===== config.mk =====
export PLATFORM = sky130hd
export DESIGN_NAME = cache_mem_arbiter
export DESIGN_NICKNAME = d
export VERILOG_FILES = /design/src/rtl/cache_arb_pkg.sv /design/src/rtl/arb_pick.sv /design/src/rtl/cache_mem_arbiter.sv
export SDC_FILE = /design/constraint.sdc
export NUM_CORES = 1
export LEC_CHECK = 0
export ABC_CLOCK_PERIOD_IN_PS = 2220
export BUFFER_PORTS_ARGS = -buffer_cell sky130_fd_sc_hd__buf_4
export CAP_MARGIN = 5
export CELL_PAD_IN_SITES_DETAIL_PLACEMENT = 1
export CELL_PAD_IN_SITES_GLOBAL_PLACEMENT = 1
export CORE_AREA = 2 2 106 108
export DETAILED_ROUTE_END_ITERATION = 6
export DIE_AREA = 0 0 108 110
export MAX_ROUTING_LAYER = met4
export PLACE_DENSITY = 0.79
export SLEW_MARGIN = 30
export SYNTH_ARGS = -nofsm -noshare
export SYNTH_HDL_FRONTEND = slang
export SYNTH_SLANG_ARGS = --single-unit

===== constraint.sdc =====
create_clock -name CLK -period 2.22 [get_ports CLK]
set_clock_uncertainty 0.05 [all_clocks]
set_input_delay 0.111 -clock CLK [delete_from_list [all_inputs] [get_ports CLK]]
set_output_delay 0.111 -clock CLK [all_outputs]
set_load 0.01 [all_outputs]

===== src/rtl/cache_arb_pkg.sv =====
// Shared types and constants for the I$/D$ memory-side arbiter.
//   grant_state_t : arbiter FSM state; encoding doubles as the grant_o debug value
//   ARB_STARVE_W  : width of the I$ starvation counter
//   LAST_I/LAST_D : encoding of the last-grant flop
package cache_arb_pkg;

  typedef enum logic [1:0] {
    IDLE    = 2'b00,
    GRANT_I = 2'b01,
    GRANT_D = 2'b10
  } grant_state_t;

  localparam int   ARB_STARVE_W = 4;

  localparam logic LAST_I = 1'b0;
  localparam logic LAST_D = 1'b1;

endpackage


===== src/rtl/arb_pick.sv =====
// Combinational next-grant selector used while the arbiter is idle.
//   i_req, d_req : qualified requests from I$ and D$
//   last_grant   : side that owned the previous transaction (LAST_I / LAST_D)
//   starve_cnt   : consecutive D$ grants taken while I$ was waiting
//   next_grant   : IDLE, GRANT_I or GRANT_D
module arb_pick
  import cache_arb_pkg::*;
#(
  parameter int ROUND_ROBIN  = 0,
  parameter int STARVE_LIMIT = 4
) (
  input  logic                    i_req,
  input  logic                    d_req,
  input  logic                    last_grant,
  input  logic [ARB_STARVE_W-1:0] starve_cnt,
  output grant_state_t            next_grant
);

  localparam logic [ARB_STARVE_W-1:0] LIMIT = ARB_STARVE_W'(STARVE_LIMIT);

  always_comb begin
    next_grant = IDLE;
    if (i_req && d_req) begin
      if (ROUND_ROBIN != 0) begin
        next_grant = (last_grant == LAST_I) ? GRANT_D : GRANT_I;
      end else begin
        // D$ wins unless I$ has already waited out its full allowance
        next_grant = (starve_cnt == LIMIT) ? GRANT_I : GRANT_D;
      end
    end else if (d_req) begin
      next_grant = GRANT_D;
    end else if (i_req) begin
      next_grant = GRANT_I;
    end
  end

endmodule


===== src/rtl/cache_mem_arbiter.sv =====
// Merges the I$ and D$ memory-side generic buses onto one memory bus.
// One transaction is owned at a time; the grant is held until memory drops
// m_busy, then the arbiter spends one idle cycle before the next grant.
// Ports:
//   CLK, nRST                : clock, async active-low reset
//   i_* (addr/ren/abort)     : I$ read-only request side, i_rdata/i_busy back
//   d_* (addr/wdata/ren/wen/byte_en) : D$ request side, d_rdata/d_busy back
//   m_* (addr/wdata/ren/wen/byte_en) : memory request, m_rdata/m_busy back
//   grant_o                  : debug, 00 idle / 01 I$ / 10 D$
module cache_mem_arbiter
  import cache_arb_pkg::*;
#(
  parameter int ROUND_ROBIN  = 0,
  parameter int STARVE_LIMIT = 4
) (
  input  logic        CLK,
  input  logic        nRST,
  input  logic [31:0] i_addr,
  input  logic        i_ren,
  output logic [31:0] i_rdata,
  output logic        i_busy,
  input  logic        i_abort,
  input  logic [31:0] d_addr,
  input  logic [31:0] d_wdata,
  input  logic        d_ren,
  input  logic        d_wen,
  input  logic [3:0]  d_byte_en,
  output logic [31:0] d_rdata,
  output logic        d_busy,
  output logic [31:0] m_addr,
  output logic [31:0] m_wdata,
  output logic        m_ren,
  output logic        m_wen,
  output logic [3:0]  m_byte_en,
  input  logic [31:0] m_rdata,
  input  logic        m_busy,
  output logic [1:0]  grant_o
);

  localparam logic [ARB_STARVE_W-1:0] LIMIT = ARB_STARVE_W'(STARVE_LIMIT);

  grant_state_t            state_q, state_d, pick;
  logic                    last_grant_q, last_grant_d;
  logic [ARB_STARVE_W-1:0] starve_cnt_q, starve_cnt_d;
  logic                    i_req, d_req;

  // Abort only masks a fetch that has not been granted yet
  assign i_req = i_ren & ~i_abort;
  assign d_req = d_ren | d_wen;

  arb_pick #(
    .ROUND_ROBIN  (ROUND_ROBIN),
    .STARVE_LIMIT (STARVE_LIMIT)
  ) u_pick (
    .i_req      (i_req),
    .d_req      (d_req),
    .last_grant (last_grant_q),
    .starve_cnt (starve_cnt_q),
    .next_grant (pick)
  );

  always_comb begin
    state_d      = state_q;
    last_grant_d = last_grant_q;
    starve_cnt_d = starve_cnt_q;
    m_addr       = '0;
    m_wdata      = '0;
    m_ren        = 1'b0;
    m_wen        = 1'b0;
    m_byte_en    = '0;
    i_rdata      = '0;
    d_rdata      = '0;
    i_busy       = 1'b1;
    d_busy       = 1'b1;

    case (state_q)
      IDLE: state_d = pick;

      GRANT_D: begin
        m_addr    = d_addr;
        m_wdata   = d_wdata;
        m_ren     = d_ren;
        m_wen     = d_wen;
        m_byte_en = d_byte_en;
        d_rdata   = m_rdata;
        d_busy    = m_busy;
        if (!d_req) begin
          // requester dropped early: release without touching fairness state
          state_d = IDLE;
        end else if (!m_busy) begin
          state_d      = IDLE;
          last_grant_d = LAST_D;
          if (i_req)
            starve_cnt_d = (starve_cnt_q == LIMIT) ? starve_cnt_q : starve_cnt_q + 1'b1;
          else
            starve_cnt_d = '0;
        end
      end

      GRANT_I: begin
        m_addr    = i_addr;
        m_ren     = i_ren;   // follows a dropped request; abort is ignored here
        m_byte_en = 4'hF;
        i_rdata   = m_rdata;
        i_busy    = m_busy;
        if (!i_ren) begin
          state_d = IDLE;
        end else if (!m_busy) begin
          state_d      = IDLE;
          last_grant_d = LAST_I;
          starve_cnt_d = '0;
        end
      end

      default: state_d = IDLE;
    endcase
  end

  assign grant_o = state_q;

  always_ff @(posedge CLK or negedge nRST) begin
    if (!nRST) begin
      state_q      <= IDLE;
      last_grant_q <= LAST_I;
      starve_cnt_q <= '0;
    end else begin
      state_q      <= state_d;
      last_grant_q <= last_grant_d;
      starve_cnt_q <= starve_cnt_d;
    end
  end

endmodule

==> results of run 1 <==
per-layer routing:
layer  track usage (%)  part of all wire [%]
met1              17.5                    39
met2              29.8                    53
met3              3.82                   8.4
met4              1.47                  0.40
met5                 -                     0
per-stage QoR:
step	total power [mW]	setup slack, ns	hold WS, ns	instance area, sq um
after floorplan	1.45	0.436	-0.235	1680
after global placement	2.76	0.452	-0.128	3890
after detailed placement	2.82	0.361	-0.124	3890
after CTS	3.01	0.149	0.185	3950
after global routing	3.21	0.0194	0.181	3950
final	2.97	0.158	0.183	3950
power groups by stage:
stage               clock, mW  sequential (mW)  combinational, mW
floorplan                   0            0.165               1.28
global placement            0            0.166               2.59
detailed placement          0            0.170               2.65
global route            0.181            0.173               2.85
finish                  0.167            0.167               2.63
CTS                     0.171            0.168               2.67
cells in the final DEF (no fill, tap or decap), types with 2 or more instances in the layout:
cell and count:
dfrtp_1 6, ha_2 2, nor2_1 3, inv_1 6, nor3_1 2, o31ai_1 3
clkbuf_8 3, o21ai_0 4, nor2b_1 37, ha_1 4, a22oi_1 32, nand2_1 4
and2_1 97, a21o_1 2, a21boi_0 2, o41ai_2 2, a21oi_1 5, buf_12 2
nand2b_1 3, buf_4 279
cell usage after synthesis (all sizes together):
master   instances
o21ai            4
nand2            4
a22oi           32
o2bb2ai          1
or2              1
nor3             2
clkbuf          18
nor4             1
nand3            1
ha               6
a2bb2oi          1
or3b             1
o31ai            3
o41ai            2
nor2             3
dfrtp            6
a21o             2
nand2b           4
buf              6
and2            97
a21boi           2
nor2b           37
nand4b           1
inv              6
a21oi            5
worst min-delay path by stage:
stage / startpoint / endpoint / slack (ns)
2_1_floorplan: nRST / grant_o[0]$_DFF_PN0_ / -0.23
3_3_place_gp: nRST / grant_o[1]$_DFF_PN0_ / -0.13
3_5_place_dp: nRST / grant_o[1]$_DFF_PN0_ / -0.12
4_1_cts: nRST / grant_o[1]$_DFF_PN0_ / 0.18
5_1_grt: nRST / grant_o[1]$_DFF_PN0_ / 0.18
6_report: nRST / grant_o[1]$_DFF_PN0_ / 0.18
logic make-up (layout without fill, tap and decap cells):
group           count (synthesis)  after routing  synth area share (%)
simple gates                  152            152                  56.2
compound gates                 52             52                  23.1
flops                           6              6                  8.93
buf+inv                        30            291                  7.30
fa+ha+maj                       6              6                  4.47
registers in the layout (all words and copies together), names as in the netlist:
register,cells
starve_cnt_q,4
grant_o,2
final cells by class:
| type | count | area (sq um) | area share [%] |
|---|---|---|---|
| Sequential cell | 6 | 150 | 3.80 |
| Tap cell | 140 | 175 | 4.44 |
| Multi-Input combinational cell | 210 | 1410 | 35.8 |
| Timing Repair Buffer | 282 | 2140 | 54.3 |
| Clock buffer | 3 | 41.3 | 1.05 |
| Inverter | 6 | 22.5 | 0.571 |
critical path: stages (launching register included):
cell     delay (ns)
dfrtp_1        0.42
inv_1          0.11
ha_2           0.33
buf_4          0.37
a22oi_1        0.15
nor2b_1        0.15
buf_4          0.14
repair_timing:
item | 4_1_cts | 5_1_grt
hold endpoints to repair | 6 | 0
gates resized for setup | 0 | 0
hold buffers | 1 | 0
==> flow_summary.json, run 1 <==
{
  "status": "complete, no violations",
  "tightestPinTransition_ns": 0.382,
  "final_hold_viol_count": 0,
  "internal_power_mw": 1.62,
  "cp.arrival_ns": 1.90,
  "crit_required_ns": 2.06,
  "rsz0062_at_grt": "no",
  "placedCellCount": 643,
  "fmax_mhz": 485,
  "die_y_um": 110,
  "core_area_sq_um": 10700,
  "cts.path.max_buffers": 2,
  "swShare_pct": 45.5,
  "drv_slew": 0,
  "post-route-min-period_ns": 2.06,
  "final.setup.tns_ns": 0,
  "slew_headroom_pct": 74.5,
  "layout-drive-gt1-share_pct": 57.2,
  "overflow": 0,
  "period_share_pct": 92.9,
  "dp_hpwl_mm": 8.85,
  "gr-usage-all-layers_pct": 15.8,
  "post-route-drc-count": 0,
  "rr_endpoint": "starve_cnt_q[1]$_DFFE_PN0P_",
  "synth_area_leaders": "and2_1, a22oi_1, nor2b_1, dfrtp_1, ha_1",
  "via_per_inst": 4.15,
  "cts.sinks": 6,
  "h-tree-depth": 1,
  "worst_r2r_path_depth": 6,
  "r2r_start": "grant_o[0]$_DFF_PN0_",
  "grt_first_pass_wirelength_mm": 14.6,
  "cts_buffers": 3,
  "hold_class": "primary input to async pin",
  "netlist.area_leader.share_pct": 36.1,
  "postCtsSetupRepairBufs": 0,
  "synth.ff_latch_count": 6,
  "clk_latency_ns": 0.22,
  "wl_mm": 10.4,
  "drv_cap": 0,
  "power.density_nw_per_um2": 752,
  "grt_pass1_vias": 2710,
  "comb_power_share_pct": 88.7,
  "syn_to_final_growth_pct": 135,
  "ant_nets": 0,
  "grt_max_degree": 68,
  "fin_cells": 647,
  "syn_inst": 246,
  "nFillCells": 1345,
  "vias": 2683,
  "initial_core_util_pct": 15.7,
  "die_w_um": 108,
  "cts_tree": "built",
  "clkTransAtPathRegs_ns": 0.04,
  "ir_drop_uv": 432,
  "yosys_warnings": 0,
  "syn_avg_cell_area_sq_um": 6.83,
  "nets": 654,
  "port_buffers": 276,
  "leakage_nw": 2.07,
  "startpoint": "grant_o[0]$_DFF_PN0_",
  "critPathCaptureType": "primary output",
  "dr.pass1.iters": 4,
  "path_class": "flop to primary output",
  "antenna_cells": 0,
  "p_seq_share_pct": 5.6,
  "core.rowCount": 38,
  "drt_iter0_drc": 99,
  "startpoint_type": "flop",
  "cts_root_buf": "clkbuf_8",
  "timing.reg2reg.setup_slack_ns": 0.37,
  "path_max_fanout": 32,
  "io-pin-count": 277,
  "power.share.clock_pct": 5.6,
  "ys_seq_area_share_pct": 8.94,
  "synth_area_sq_um": 1680,
  "yosysTopAreaCell": "and2_1",
  "routedWlPerCell_um": 16.1,
  "die_area_sq_um": 11900,
  "p_switching_mw": 1.35,
  "synth_cell_types": 28,
  "final_util_pct": 36.9,
  "endpoint": "m_addr[1]",
  "gp_congestion": 0.789,
  "synth_fp_nets": 391,
  "setup_viol": 0,
  "antenna_found_initial": 0
}
Note: power is estimated with default switching activity, not from simulation.
==> run 2, diff against run 1 <==
--- a/config.mk
+++ b/config.mk
@@ -10,9 +10,9 @@
 export CAP_MARGIN = 5
 export CELL_PAD_IN_SITES_DETAIL_PLACEMENT = 1
 export CELL_PAD_IN_SITES_GLOBAL_PLACEMENT = 1
-export CORE_AREA = 2 2 106 108
+export CORE_AREA = 2 2 122 94
 export DETAILED_ROUTE_END_ITERATION = 6
-export DIE_AREA = 0 0 108 110
+export DIE_AREA = 0 0 124 96
 export MAX_ROUTING_LAYER = met4
 export PLACE_DENSITY = 0.79
 export SLEW_MARGIN = 30
==> run 2 against run 1 <==
  * Sequential cell count did not move
  * Non-clock buffer count rose by 1
  * Global-route usage up 0.31 points
  * Register-to-register slack worse by 0.05 ns
  * Count of clock-buffer cells in the layout stayed put
  * Hold slack got worse by 0.0052 ns
  * Highest routed layer unchanged
==> flow_summary.json, run 2 (same netlist as run 1, synthesis figures left out) <==
{
  "layout-drive-gt1-share_pct": 57.3,
  "cts_root_buf": "clkbuf_16",
  "syn_to_final_growth_pct": 137,
  "grt_first_pass_wirelength_mm": 14.6,
  "setup_viol": 0,
  "dr.pass1.iters": 4,
  "die_w_um": 124,
  "largest_register_ff_count": 4,
  "antenna_cells": 0,
  "die_area_sq_um": 11900,
  "slowest_stage": "dfrtp_1",
  "cts.path.max_buffers": 2,
  "fin_total_pwr_mw": 3.11,
  "clk_latency_ns": 0.23,
  "cp_top_family": "buffers and inverters",
  "nFillCells": 1335,
  "crit_required_ns": 2.06,
  "internal_power_mw": 1.73,
  "die_y_um": 96,
  "vias": 2737,
  "worstPathCellList": "inv_1, ha_2, buf_6, a22oi_1, nor2b_1, buf_4",
  "final_hold_viol_count": 0,
  "p_seq_share_pct": 5.4,
  "ir_drop_uv": 290,
  "ant_nets": 0,
  "critPathCaptureType": "primary output",
  "clkTransAtPathRegs_ns": 0.04,
  "period_share_pct": 92.7,
  "cp.arrival_ns": 1.90,
  "post-route-drc-count": 0,
  "path_class": "flop to primary output",
  "slew_headroom_pct": 73.5,
  "fin_area_sq_um": 3980,
  "crit_path_max_incr_delay_ns": 0.42,
  "r2r_start": "grant_o[0]$_DFF_PN0_",
  "power.share.clock_pct": 9.3,
  "drt_iter0_drc": 87,
  "drv_slew": 0,
  "startpoint": "grant_o[0]$_DFF_PN0_",
  "startpoint_type": "flop",
  "cts.sinks": 6,
  "leakage_nw": 2.09,
  "port_buffers": 276,
  "tightestPinTransition_ns": 0.397,
  "final_cell_mix": "buf_4, and2_1, nor2b_1, a22oi_1",
  "postCtsSetupRepairBufs": 0,
  "layout_commonest_cell": "buf_4",
  "overflow": 0,
  "cts_tree": "built",
  "hold_class": "primary input to async pin",
  "initial_core_util_pct": 15.7,
  "swShare_pct": 44.5,
  "dp_hpwl_mm": 9.08,
  "fin_hold_ws_ns": 0.178,
  "top_register": "starve_cnt_q",
  "gp_congestion": 0.832,
  "wl_mm": 10.7,
  "post_dp_cell_area_sq_um": 3890,
  "final.setup.tns_ns": 0,
  "routedWlPerCell_um": 16.5,
  "grt_max_degree": 45,
  "antenna_found_initial": 0,
  "nets": 655,
  "power.density_nw_per_um2": 782,
  "crit_buf_inv": 3,
  "core_area_sq_um": 10700,
  "comb_power_share_pct": 85.3,
  "drv_cap": 0,
  "via_per_inst": 4.22,
  "grt_pass1_vias": 2671,
  "rsz0062_at_grt": "no",
  "core.rowCount": 33,
  "cts_buffers": 3,
  "gr-usage-all-layers_pct": 16.1,
  "fmax_mhz": 486,
  "h-tree-depth": 1,
  "path_max_fanout": 44,
  "io-pin-count": 277,
  "p_switching_mw": 1.38,
  "post-route-min-period_ns": 2.06,
  "status": "complete, no violations"
}
==> run 2: per-layer routing <==
| metal | up-vias | global-route usage, % | wire, um |
|---|---|---|---|
| met3 | 6 | 1.84 | 695 |
| met4 | 0 | 1.87 | 57 |
| met5 | - | - | 0 |
| met1 | 1294 | 19.7 | 4350 |
| met2 | 98 | 29.4 | 5590 |
| li1 | 1339 | - | - |
==> run 2: power by group through the flow <==
stage	registers [mW]	clock network [mW]	logic (mW)
after detailed placement	0.169	0	2.68
after CTS	0.168	0.290	2.69
after global placement	0.167	0	2.59
after global routing	0.174	0.296	2.88
final	0.168	0.289	2.65
after floorplan	0.165	0	1.28
==> run 2: per-stage QoR <==
step                std cells  util [%]  setup WS [ns]
floorplan                 246         -          0.436
global placement          644      36.2          0.379
detailed placement        644      36.2          0.256
CTS                       648      37.0         0.0350
global route              648      37.1         0.0312
finish                    648      37.1          0.162
==> run 2: area by class of cell <==
cell class                      instances  area [sq um]  share of cell area [%]
Multi-Input combinational cell        210          1410                    35.5
Inverter                                6          22.5                   0.566
Tap cell                              140           175                    4.40
Sequential cell                         6           150                    3.77
Timing Repair Buffer                  283          2140                    53.9
Clock buffer                            3          75.1                    1.89
==> run 2: worst paths after layout <==
kind | end | slack [ns] | depth (start not counted)
worst min-delay path | starve_cnt_q[0]$_DFFE_PN0P_ | 0.18 | 2
min in group CLK | starve_cnt_q[2]$_DFFE_PN0P_ | 0.28 | 3
worst max register to register | starve_cnt_q[3]$_DFFE_PN0P_ | 0.32 | 6
worst max-delay path | m_addr[21] | 0.16 | 6
worst min register to register | starve_cnt_q[3]$_DFFE_PN0P_ | 0.48 | 1
max in group asynchronous | starve_cnt_q[1]$_DFFE_PN0P_ | 1.82 | 2
==> run 2: repair_timing <==
action / 4_1_cts / 5_1_grt
resized for setup: 0 / 1
setup endpoints to repair: 0 / 29
hold buffers: 1 / 0
hold endpoints to repair: 6 / 0
==> run 3, diff against run 2 <==
--- a/config.mk
+++ b/config.mk
@@ -15,6 +15,7 @@
 export DIE_AREA = 0 0 124 96
 export MAX_ROUTING_LAYER = met4
 export PLACE_DENSITY = 0.79
+export REMOVE_ABC_BUFFERS = 1
 export SLEW_MARGIN = 30
 export SYNTH_ARGS = -nofsm -noshare
 export SYNTH_HDL_FRONTEND = slang
==> run 3 against run 2 <==
  * Global-route usage shrank 1.2 points
  * Combinational power is essentially flat
  * Register-to-register slack worse by 0.06 ns
  * Critical path depth did not move
  * Count of clock-buffer cells in the layout unchanged
  * First-iteration DRC count up 15%
  * Total power is 0.79% lower
  * Largest cell class unchanged
  * Clock power is essentially flat
==> flow_summary.json, run 3 (same netlist as run 1, synthesis figures left out) <==
{
  "status": "complete, no violations",
  "final_util_pct": 37.2,
  "dp_hpwl_mm": 8.53,
  "gp_congestion": 0.841,
  "crit_buf_inv": 3,
  "cp.depth": 6,
  "slew_headroom_pct": 74.6,
  "syn_to_final_growth_pct": 138,
  "die_area_sq_um": 11900,
  "slowest_stage": "dfrtp_1",
  "via_per_inst": 4.17,
  "routedWlPerCell_um": 15.5,
  "final_hold_viol_count": 0,
  "leakage_nw": 2.09,
  "dr.pass1.iters": 4,
  "core_area_sq_um": 10700,
  "path_max_fanout": 43,
  "drv_cap": 0,
  "grt_first_pass_wirelength_mm": 13.8,
  "die_y_um": 96,
  "final_cell_mix": "buf_4, and2_1, nor2b_1, a22oi_1",
  "nFillCells": 1355,
  "vias": 2703,
  "gr-usage-all-layers_pct": 14.9,
  "drv_slew": 0,
  "initial_core_util_pct": 15.7,
  "tightestPinTransition_ns": 0.381,
  "cts_buffers": 3,
  "layout-drive-gt1-share_pct": 57.3,
  "critPathCaptureType": "primary output",
  "fmax_mhz": 495,
  "ant_nets": 0,
  "cts_tree": "built",
  "clk_latency_ns": 0.23,
  "ir_drop_uv": 435,
  "wl_mm": 10.0,
  "layout_commonest_cell": "buf_4",
  "core.rowCount": 33,
  "clkTransAtPathRegs_ns": 0.03,
  "cts.path.max_buffers": 2,
  "cp.arrival_ns": 1.86,
  "hold_class": "primary input to async pin",
  "path_class": "flop to primary output",
  "final.setup.tns_ns": 0,
  "io-pin-count": 277,
  "post-route-min-period_ns": 2.02,
  "grt_max_degree": 55,
  "drt_iter0_drc": 100,
  "fin_ws_ns": 0.198,
  "setup_viol": 0,
  "dp_slack_ns": 0.277,
  "postCtsSetupRepairBufs": 0,
  "worst_r2r_path_depth": 6,
  "worstPathCellList": "inv_1, ha_2, buf_6, a22oi_1, nor2b_1, buf_4",
  "crit_required_ns": 2.06,
  "startpoint_type": "flop",
  "cp_top_family": "buffers and inverters",
  "crit_path_max_incr_delay_ns": 0.43,
  "top_register": "starve_cnt_q",
  "nets": 655,
  "period_share_pct": 91.1,
  "cts_root_buf": "clkbuf_16",
  "antenna_cells": 0,
  "grt_pass1_vias": 2646,
  "die_w_um": 124,
  "largest_register_ff_count": 4,
  "overflow": 0,
  "port_buffers": 276,
  "antenna_found_initial": 0,
  "h-tree-depth": 1,
  "rsz0062_at_grt": "no",
  "power.density_nw_per_um2": 773,
  "post-route-drc-count": 0,
  "cts.sinks": 6
}
[run 3: layout make-up]
type | instances | area [sq um] | share of cell area [%]
clock buffers | 3 | 75.1 | 1.88
well taps | 140 | 175 | 4.39
multi-input cells | 210 | 1410 | 35.4
inverters | 6 | 22.5 | 0.564
repair buffers | 283 | 2160 | 54.0
flip-flops and latches | 6 | 150 | 3.76
[run 3: path summary, 6_finish.rpt]
kind / from / end / slack, ns
max: grant_o[1]$_DFF_PN0_ / m_addr[8] / 0.20
min: nRST / starve_cnt_q[0]$_DFFE_PN0P_ / 0.17
max reg2reg: grant_o[0]$_DFF_PN0_ / starve_cnt_q[3]$_DFFE_PN0P_ / 0.26
min reg2reg: starve_cnt_q[3]$_DFFE_PN0P_ / starve_cnt_q[3]$_DFFE_PN0P_ / 0.49
max in group asynchronous: nRST / starve_cnt_q[1]$_DFFE_PN0P_ / 1.83
min in group CLK: d_ren / grant_o[0]$_DFF_PN0_ / 0.28
[run 3: worst register-to-register path: stages (launching register included)]
cell and delay (ns):
dfrtp_1 0.43, inv_1 0.12, ha_2 0.43, nand2b_4 0.07, a21o_1 0.23, or2_4 0.27, o41ai_2 0.27
[run 3: stage by stage]
step	cells	hold WS [ns]	cell area [sq um]	power, mW
5_1_grt	648	0.204	3990	3.34
3_5_place_dp	644	-0.126	3900	2.83
4_1_cts	648	0.173	3990	3.14
3_3_place_gp	644	-0.127	3900	2.76
6_report	648	0.174	3990	3.09
2_1_floorplan	222	-0.235	1580	1.39
[run 3: power by group]
group	internal, mW	total, mW	leakage [nW]	switching [mW]
sequential	0.134	0.169	0.0805	0.0348
combinational	1.38	2.62	1.98	1.25
clock	0.231	0.292	0.0370	0.0610
total	1.74	3.09	2.09	1.34
[run 3: repair_timing]
action                                 4_1_cts  5_1_grt
gates resized for setup                      0        1
setup endpoints to repair                    0       15
hold buffers                                 1        0
endpoints found under the hold margin        6        0
[run 3: metal layers]
metal | track usage, % | part of all wire, % | vias to the layer above
li1 | - | - | 1339
met1 | 16.4 | 38 | 1263
met2 | 29.3 | 54 | 99
met3 | 2.49 | 7.7 | 2
met4 | 1.31 | 0.19 | 0
met5 | - | 0 | -
